$ cat config.mk
export PLATFORM = sky130hd
export DESIGN_NAME = inst_fetch
export DESIGN_NICKNAME = d
export VERILOG_FILES = /design/src/rtl/inst_fetch.sv
export SDC_FILE = /design/constraint.sdc
export NUM_CORES = 1
export LEC_CHECK = 0
export ABC_AREA = 1
export BUFFER_PORTS_ARGS = -buffer_cell sky130_fd_sc_hd__buf_2
export CAP_MARGIN = 15
export CORE_UTILIZATION = 35
export CTS_BUF_LIST = sky130_fd_sc_hd__clkbuf_4 sky130_fd_sc_hd__clkbuf_8 sky130_fd_sc_hd__clkbuf_16
export CTS_CLUSTER_DIAMETER = 150
export DETAILED_ROUTE_END_ITERATION = 10
export GPL_TIMING_DRIVEN = 1
export SYNTH_ARGS = -nofsm -noshare
export SYNTH_HDL_FRONTEND = slang
export SYNTH_SLANG_ARGS = --single-unit
$ cat constraint.sdc
create_clock -name clk -period 9.92 [get_ports clk]
set_clock_uncertainty 0.15 [all_clocks]
set_input_delay 2.976 -clock clk [delete_from_list [all_inputs] [get_ports clk]]
set_output_delay 2.976 -clock clk [all_outputs]
set_load 0.01 [all_outputs]
$ cat src/rtl/inst_fetch.sv
// Instruction-fetch stage: owns the fetch PC, runs a req/ack handshake with a
// variable-latency instruction memory and delivers {pc, inst, valid} to FI_ID.
module inst_fetch #(
    parameter logic [31:0] RESET_PC = 32'h0000_0000
) (
    input  logic        clk,
    input  logic        rst,
    input  logic        pause,
    input  logic        redirect_en,
    input  logic [31:0] redirect_pc,
    output logic        imem_req,
    output logic [31:0] imem_addr,
    input  logic        imem_ack,
    input  logic [31:0] imem_rdata,
    output logic [31:0] pc_o,
    output logic [31:0] inst_o,
    output logic        valid_o
);

    localparam logic [1:0] S_FETCH = 2'd0;
    localparam logic [1:0] S_HOLD  = 2'd1;
    localparam logic [1:0] S_DRAIN = 2'd2;

    logic [1:0]  state;
    logic [31:0] addr_q;
    logic [31:0] redir_q;
    logic [31:0] skid_pc;
    logic [31:0] skid_inst;
    logic [31:0] redir_tgt;
    logic        slot_free;
    logic        unused_redir_lsb;

    assign redir_tgt        = {redirect_pc[31:2], 2'b00};
    assign unused_redir_lsb = ^redirect_pc[1:0];
    assign slot_free        = ~valid_o | ~pause;

    assign imem_req  = ~rst & ((state == S_FETCH) | (state == S_DRAIN));
    assign imem_addr = addr_q;

    always_ff @(posedge clk or posedge rst) begin
        if (rst) begin
            state     <= S_FETCH;
            addr_q    <= RESET_PC;
            redir_q   <= '0;
            skid_pc   <= '0;
            skid_inst <= '0;
            pc_o      <= '0;
            inst_o    <= '0;
            valid_o   <= 1'b0;
        end else begin
            // The slot empties when consumed; the state cases below reload it.
            if (!pause) begin
                valid_o <= 1'b0;
                inst_o  <= '0;
            end
            if (redirect_en) begin
                valid_o   <= 1'b0;
                inst_o    <= '0;
                skid_pc   <= '0;
                skid_inst <= '0;
            end

            case (state)
                S_FETCH: begin
                    if (imem_ack) begin
                        if (redirect_en) begin
                            addr_q <= redir_tgt;
                        end else if (slot_free) begin
                            pc_o    <= addr_q;
                            inst_o  <= imem_rdata;
                            valid_o <= 1'b1;
                            addr_q  <= addr_q + 32'd4;
                        end else begin
                            skid_pc   <= addr_q;
                            skid_inst <= imem_rdata;
                            addr_q    <= addr_q + 32'd4;
                            state     <= S_HOLD;
                        end
                    end else if (redirect_en) begin
                        // Keep addr_q stable for the in-flight access; retarget after its ack.
                        redir_q <= redir_tgt;
                        state   <= S_DRAIN;
                    end
                end
                S_HOLD: begin
                    if (redirect_en) begin
                        addr_q <= redir_tgt;
                        state  <= S_FETCH;
                    end else if (!pause) begin
                        pc_o    <= skid_pc;
                        inst_o  <= skid_inst;
                        valid_o <= 1'b1;
                        state   <= S_FETCH;
                    end
                end
                S_DRAIN: begin
                    if (imem_ack) begin
                        addr_q <= redirect_en ? redir_tgt : redir_q;
                        state  <= S_FETCH;
                    end else if (redirect_en) begin
                        redir_q <= redir_tgt;
                    end
                end
                default: state <= S_FETCH;
            endcase
        end
    end

endmodule
==> results.rst <==
.. list-table::
   :header-rows: 1

   * - Metric
     - Value
   * - Detailed-routing iteration count for the pre-antenna-repair pass
     - 5
   * - Startpoint types
     - input port
   * - Total of flip-flops plus latches after synthesis
     - 195
   * - Total buffers and inverters traversed by the critical path
     - 2
   * - Category of the most critical setup path
     - in2out
   * - Area fraction in compound gates after synthesis
     - ~18%
   * - Final-report max-slew violation count
     - 0
   * - Distinct cell type count of the synthesized netlist
     - 31
   * - TritonCTS clock tree
     - done
   * - Vias per Instance
     - 5.20
   * - Final non-filler cell total
     - 1816
   * - Result of the run
     - completed
   * - Setup TNS Final
     - 0 ns
   * - Count of input and output buffers
     - 164
   * - Int Pwr
     - around 1.8 mW
   * - Share of cell area taken by muxes after synthesis
     - 0%
   * - Simple-Gate Fraction of Synth Area
     - 25.0%
   * - Gpl congestion
     - 0.889
   * - Largest cells by area after synthesis
     - sky130_fd_sc_hd__dfrtp_1, sky130_fd_sc_hd__nand2_1, sky130_fd_sc_hd__nand3_1
   * - Cell Chain, Critical Path
     - buf_2 > nor2_1 > buf_2
   * - Worst-skew pair later-pin latency
     - 0.45 ns
   * - Area of the mapped netlist
     - 0.0100 mm²
   * - Sw power
     - 1.53 mW
   * - Number of ports placed on the die boundary
     - 167
   * - DR WL/cell
     - 16.7 µm
   * - Placed Instances
     - ~1800
   * - Wire length of the first global-routing pass
     - 48.3 mm
   * - Maximum achievable frequency
     - 0.155 GHz
   * - Die boundary height
     - around 170 µm
   * - Crit path max fanout
     - 2
   * - Vias post-DR
     - 9448
   * - Final Hold Violating Endpoints
     - 0
   * - DPL Wire Length
     - slightly below 20 mm
   * - Register clock-pin slew on the reported worst setup and hold paths
     - about 0.090 ns
   * - Most frequent cells in the layout
     - sky130_fd_sc_hd__nand2_1, sky130_fd_sc_hd__dfrtp_1, sky130_fd_sc_hd__buf_2
   * - Remaining number of nets flagged by the antenna check after routing
     - 0
   * - Cell accounting for the most synthesized area
     - sky130_fd_sc_hd__dfrtp_1
   * - Overall power consumption
     - 3.35 mW
   * - Count of cells resized by post-cts repair
     - 0
   * - Total power density per cell area
     - roughly 290 mW/mm²
   * - Actual transition at the worst max-transition pin
     - around 1.1 ns
   * - Initial Util
     - a little over a third
   * - Total congestion overflow after global routing
     - 0
   * - Worst supply voltage drop on vdd
     - about 0.14 mV
   * - Combinational family with the most area after synthesis
     - simple AND/OR/NAND/NOR gates
   * - Number of buffers inserted during clock tree synthesis
     - 17
   * - Highest cell delay on the worst timing path
     - ~0.13 ns
   * - Commonest non-fill, non-tap cell in the layout
     - sky130_fd_sc_hd__nand2_1
   * - Worst setup EP type
     - output port
   * - Sequential fraction of the synthesis area
     - 48.8%
   * - Synth Area per Inst
     - 7.62 µm²
   * - Floorplan core area
     - 0.0279 mm²
   * - Total number of clock tree sinks
     - 195
   * - Fraction of power spent switching nets
     - 45.6%
   * - Vias in the first global route
     - 8771
   * - Min Clock Period, post-route
     - 6.47 ns
   * - Count of standard-cell rows
     - roughly 60
   * - Layout cells sized above 1
     - 15.3%
   * - H-tree depth
     - 4
   * - Initial antenna violation count
     - 2
   * - Largest net degree at the start of global routing
     - 129
   * - Clock network fraction of total power
     - 21.8%
   * - Crit share post-route
     - 65.2%
   * - Required time of the critical path
     - 6.79 ns
   * - Leakage power
     - approximately 5.5 nW
   * - DRC
     - 0
   * - WP data arrival
     - between 3 and 4 ns
   * - Setup repair after global routing missed its margin
     - no
   * - CP delay by family, top
     - buffers and inverters
   * - Die Footprint
     - 0.0292 mm²
   * - Maximum clock path buffer count
     - 2
   * - Post-synthesis xor/xnor area fraction
     - 0.175%
   * - Slowest stage cell on the critical path
     - sky130_fd_sc_hd__buf_2
   * - Post-layout net count
     - 1496
   * - Path type of the worst min-delay path
     - reg2reg
   * - Slew Limit Headroom
     - a little over a quarter
   * - Final setup vio count
     - 0
   * - Part of the total power dissipated in combinational logic
     - about two fifths
   * - First DRT Iteration DRCs
     - 889
   * - Synth Warn #
     - 0
   * - Number of buffers added to fix hold violations after cts
     - 0
   * - Cell with the most instances on the worst path
     - sky130_fd_sc_hd__buf_2
   * - Reported max-cap violation count
     - 0
   * - Cell at the root of the clock tree
     - sky130_fd_sc_hd__clkbuf_16
   * - Area share of the largest cell type after synthesis
     - 48.8%
   * - Synth Area in Adders
     - 0.501%
   * - Synthesized netlist net count
     - 1385
   * - Final wirelength
     - just over 30 mm
   * - Overall fraction of global-route tracks in use
     - 21.3%
   * - Die W
     - 171 µm
   * - Post-synthesis cell count
     - about 1300
   * - Sequential cell fraction of total power
     - a little under two fifths
   * - Buffer count from post-CTS setup fixing
     - 0
   * - Synth-to-Final Area Change
     - 16.9%
-- worst reg2reg max path: stages (launching register included) --
cell,delay [ns]
sky130_fd_sc_hd__dfrtp_1,0.41
sky130_fd_sc_hd__inv_1,0.13
sky130_fd_sc_hd__ha_1,0.19
sky130_fd_sc_hd__buf_4,0.32
sky130_fd_sc_hd__nand2_1,0.16
sky130_fd_sc_hd__nand2_2,0.80
sky130_fd_sc_hd__nor2_1,0.18
sky130_fd_sc_hd__nand2_2,0.71
sky130_fd_sc_hd__clkinv_1,0.80
sky130_fd_sc_hd__nand3_1,0.32
sky130_fd_sc_hd__o21ai_0,0.11
-- area by class of cell --
class,instances,area [µm²]
fill,2928,16200
sequential,195,4880
multi-input combinational,930,4380
timing repair buffer,176,931
tap,378,473
clock buffer,17,425
inverter,103,397
clock inverter,15,199
antenna,2,5.00
-- state kept, by name, indices dropped and copies added, names as in the netlist --
signal and cells:
skid_pc 32, valid_o 1, state 2, skid_inst 32
redir_q 32, inst_o 32, imem_addr 32, pc_o 32
-- power by group through the flow --
stage          combinational, mW  sequential, mW  clock (mW)
6_report                    1.37            1.25       0.731
5_1_grt                     1.56            1.27       0.775
4_1_cts                     1.37            1.24       0.745
3_5_place_dp                1.37            1.26           0
3_3_place_gp                1.35            1.26           0
2_1_floorplan              0.899            1.24           0
-- path summary, 6_finish.rpt --
kind,cells after the start,slack [ns],from,end
worst min-delay path,2,0.35,inst_o[15],inst_o[15]
min in group asynchronous,2,2.56,rst,redir_q[31]
worst max-delay path,3,3.45,rst,imem_req
worst max register to register,10,5.52,state[0],imem_addr[6]
max in group asynchronous,3,5.60,rst,inst_o[27]
worst min register to register,2,0.35,inst_o[15],inst_o[15]
-- logic make-up after synthesis --
group | count (synthesis)
and+or+nand+nor | 626
xor gates and xnor gates | 2
AOI/OAI and AO/OA | 298
buffers and inverters | 187
DFF | 195
adders and majority gates | 4
-- Yosys cell counts --
| cell type | instances |
|---|---|
| sky130_fd_sc_hd__buf_1 | 12 |
| sky130_fd_sc_hd__nand2_1 | 431 |
| sky130_fd_sc_hd__nand3_1 | 100 |
| sky130_fd_sc_hd__o221ai_1 | 5 |
| sky130_fd_sc_hd__nand3b_1 | 1 |
| sky130_fd_sc_hd__ha_1 | 4 |
| sky130_fd_sc_hd__nor2_4 | 1 |
| sky130_fd_sc_hd__o211ai_1 | 35 |
| sky130_fd_sc_hd__clkbuf_1 | 47 |
| sky130_fd_sc_hd__dfrtp_1 | 195 |
| sky130_fd_sc_hd__a21boi_0 | 9 |
| sky130_fd_sc_hd__o21ai_0 | 83 |
| sky130_fd_sc_hd__o2111ai_1 | 1 |
| sky130_fd_sc_hd__a31oi_1 | 32 |
| sky130_fd_sc_hd__inv_1 | 100 |
| sky130_fd_sc_hd__nand4_1 | 1 |
| sky130_fd_sc_hd__buf_6 | 3 |
| sky130_fd_sc_hd__xor2_1 | 2 |
| sky130_fd_sc_hd__buf_4 | 1 |
| sky130_fd_sc_hd__o22ai_1 | 50 |
| sky130_fd_sc_hd__buf_2 | 21 |
| sky130_fd_sc_hd__o41ai_1 | 1 |
| sky130_fd_sc_hd__a21oi_1 | 60 |
| sky130_fd_sc_hd__a22oi_1 | 20 |
| sky130_fd_sc_hd__nor2_1 | 88 |
| sky130_fd_sc_hd__nand2_2 | 3 |
| sky130_fd_sc_hd__o31ai_1 | 1 |
| sky130_fd_sc_hd__inv_2 | 2 |
| sky130_fd_sc_hd__a211oi_4 | 1 |
| sky130_fd_sc_hd__nor2_2 | 1 |
| sky130_fd_sc_hd__clkinv_1 | 1 |
-- through the flow --
stage | worst slack [ns] | instance area [µm²] | util (%) | hold WS [ns]
floorplan | 1.48 | 10000 | - | 0.322
global placement | 3.23 | 11000 | 39.5 | 0.330
detailed placement | 3.19 | 11000 | 39.5 | 0.333
CTS | 3.45 | 11700 | 41.7 | 0.353
global route | 3.29 | 11700 | 41.8 | 0.389
finish | 3.45 | 11700 | 41.8 | 0.351
-- routing by layer --
| metal | up-vias | routed length (µm) | global-route usage (%) |
|---|---|---|---|
| met5 | - | 0 | 0 |
| met4 | 0 | 673 | 7.26 |
| met3 | 33 | 1760 | 3.65 |
| met2 | 276 | 14300 | 33.6 |
| met1 | 4548 | 13600 | 29.3 |
| li1 | 4591 | - | - |
No activity file was read; power rests on OpenSTA's default activity.
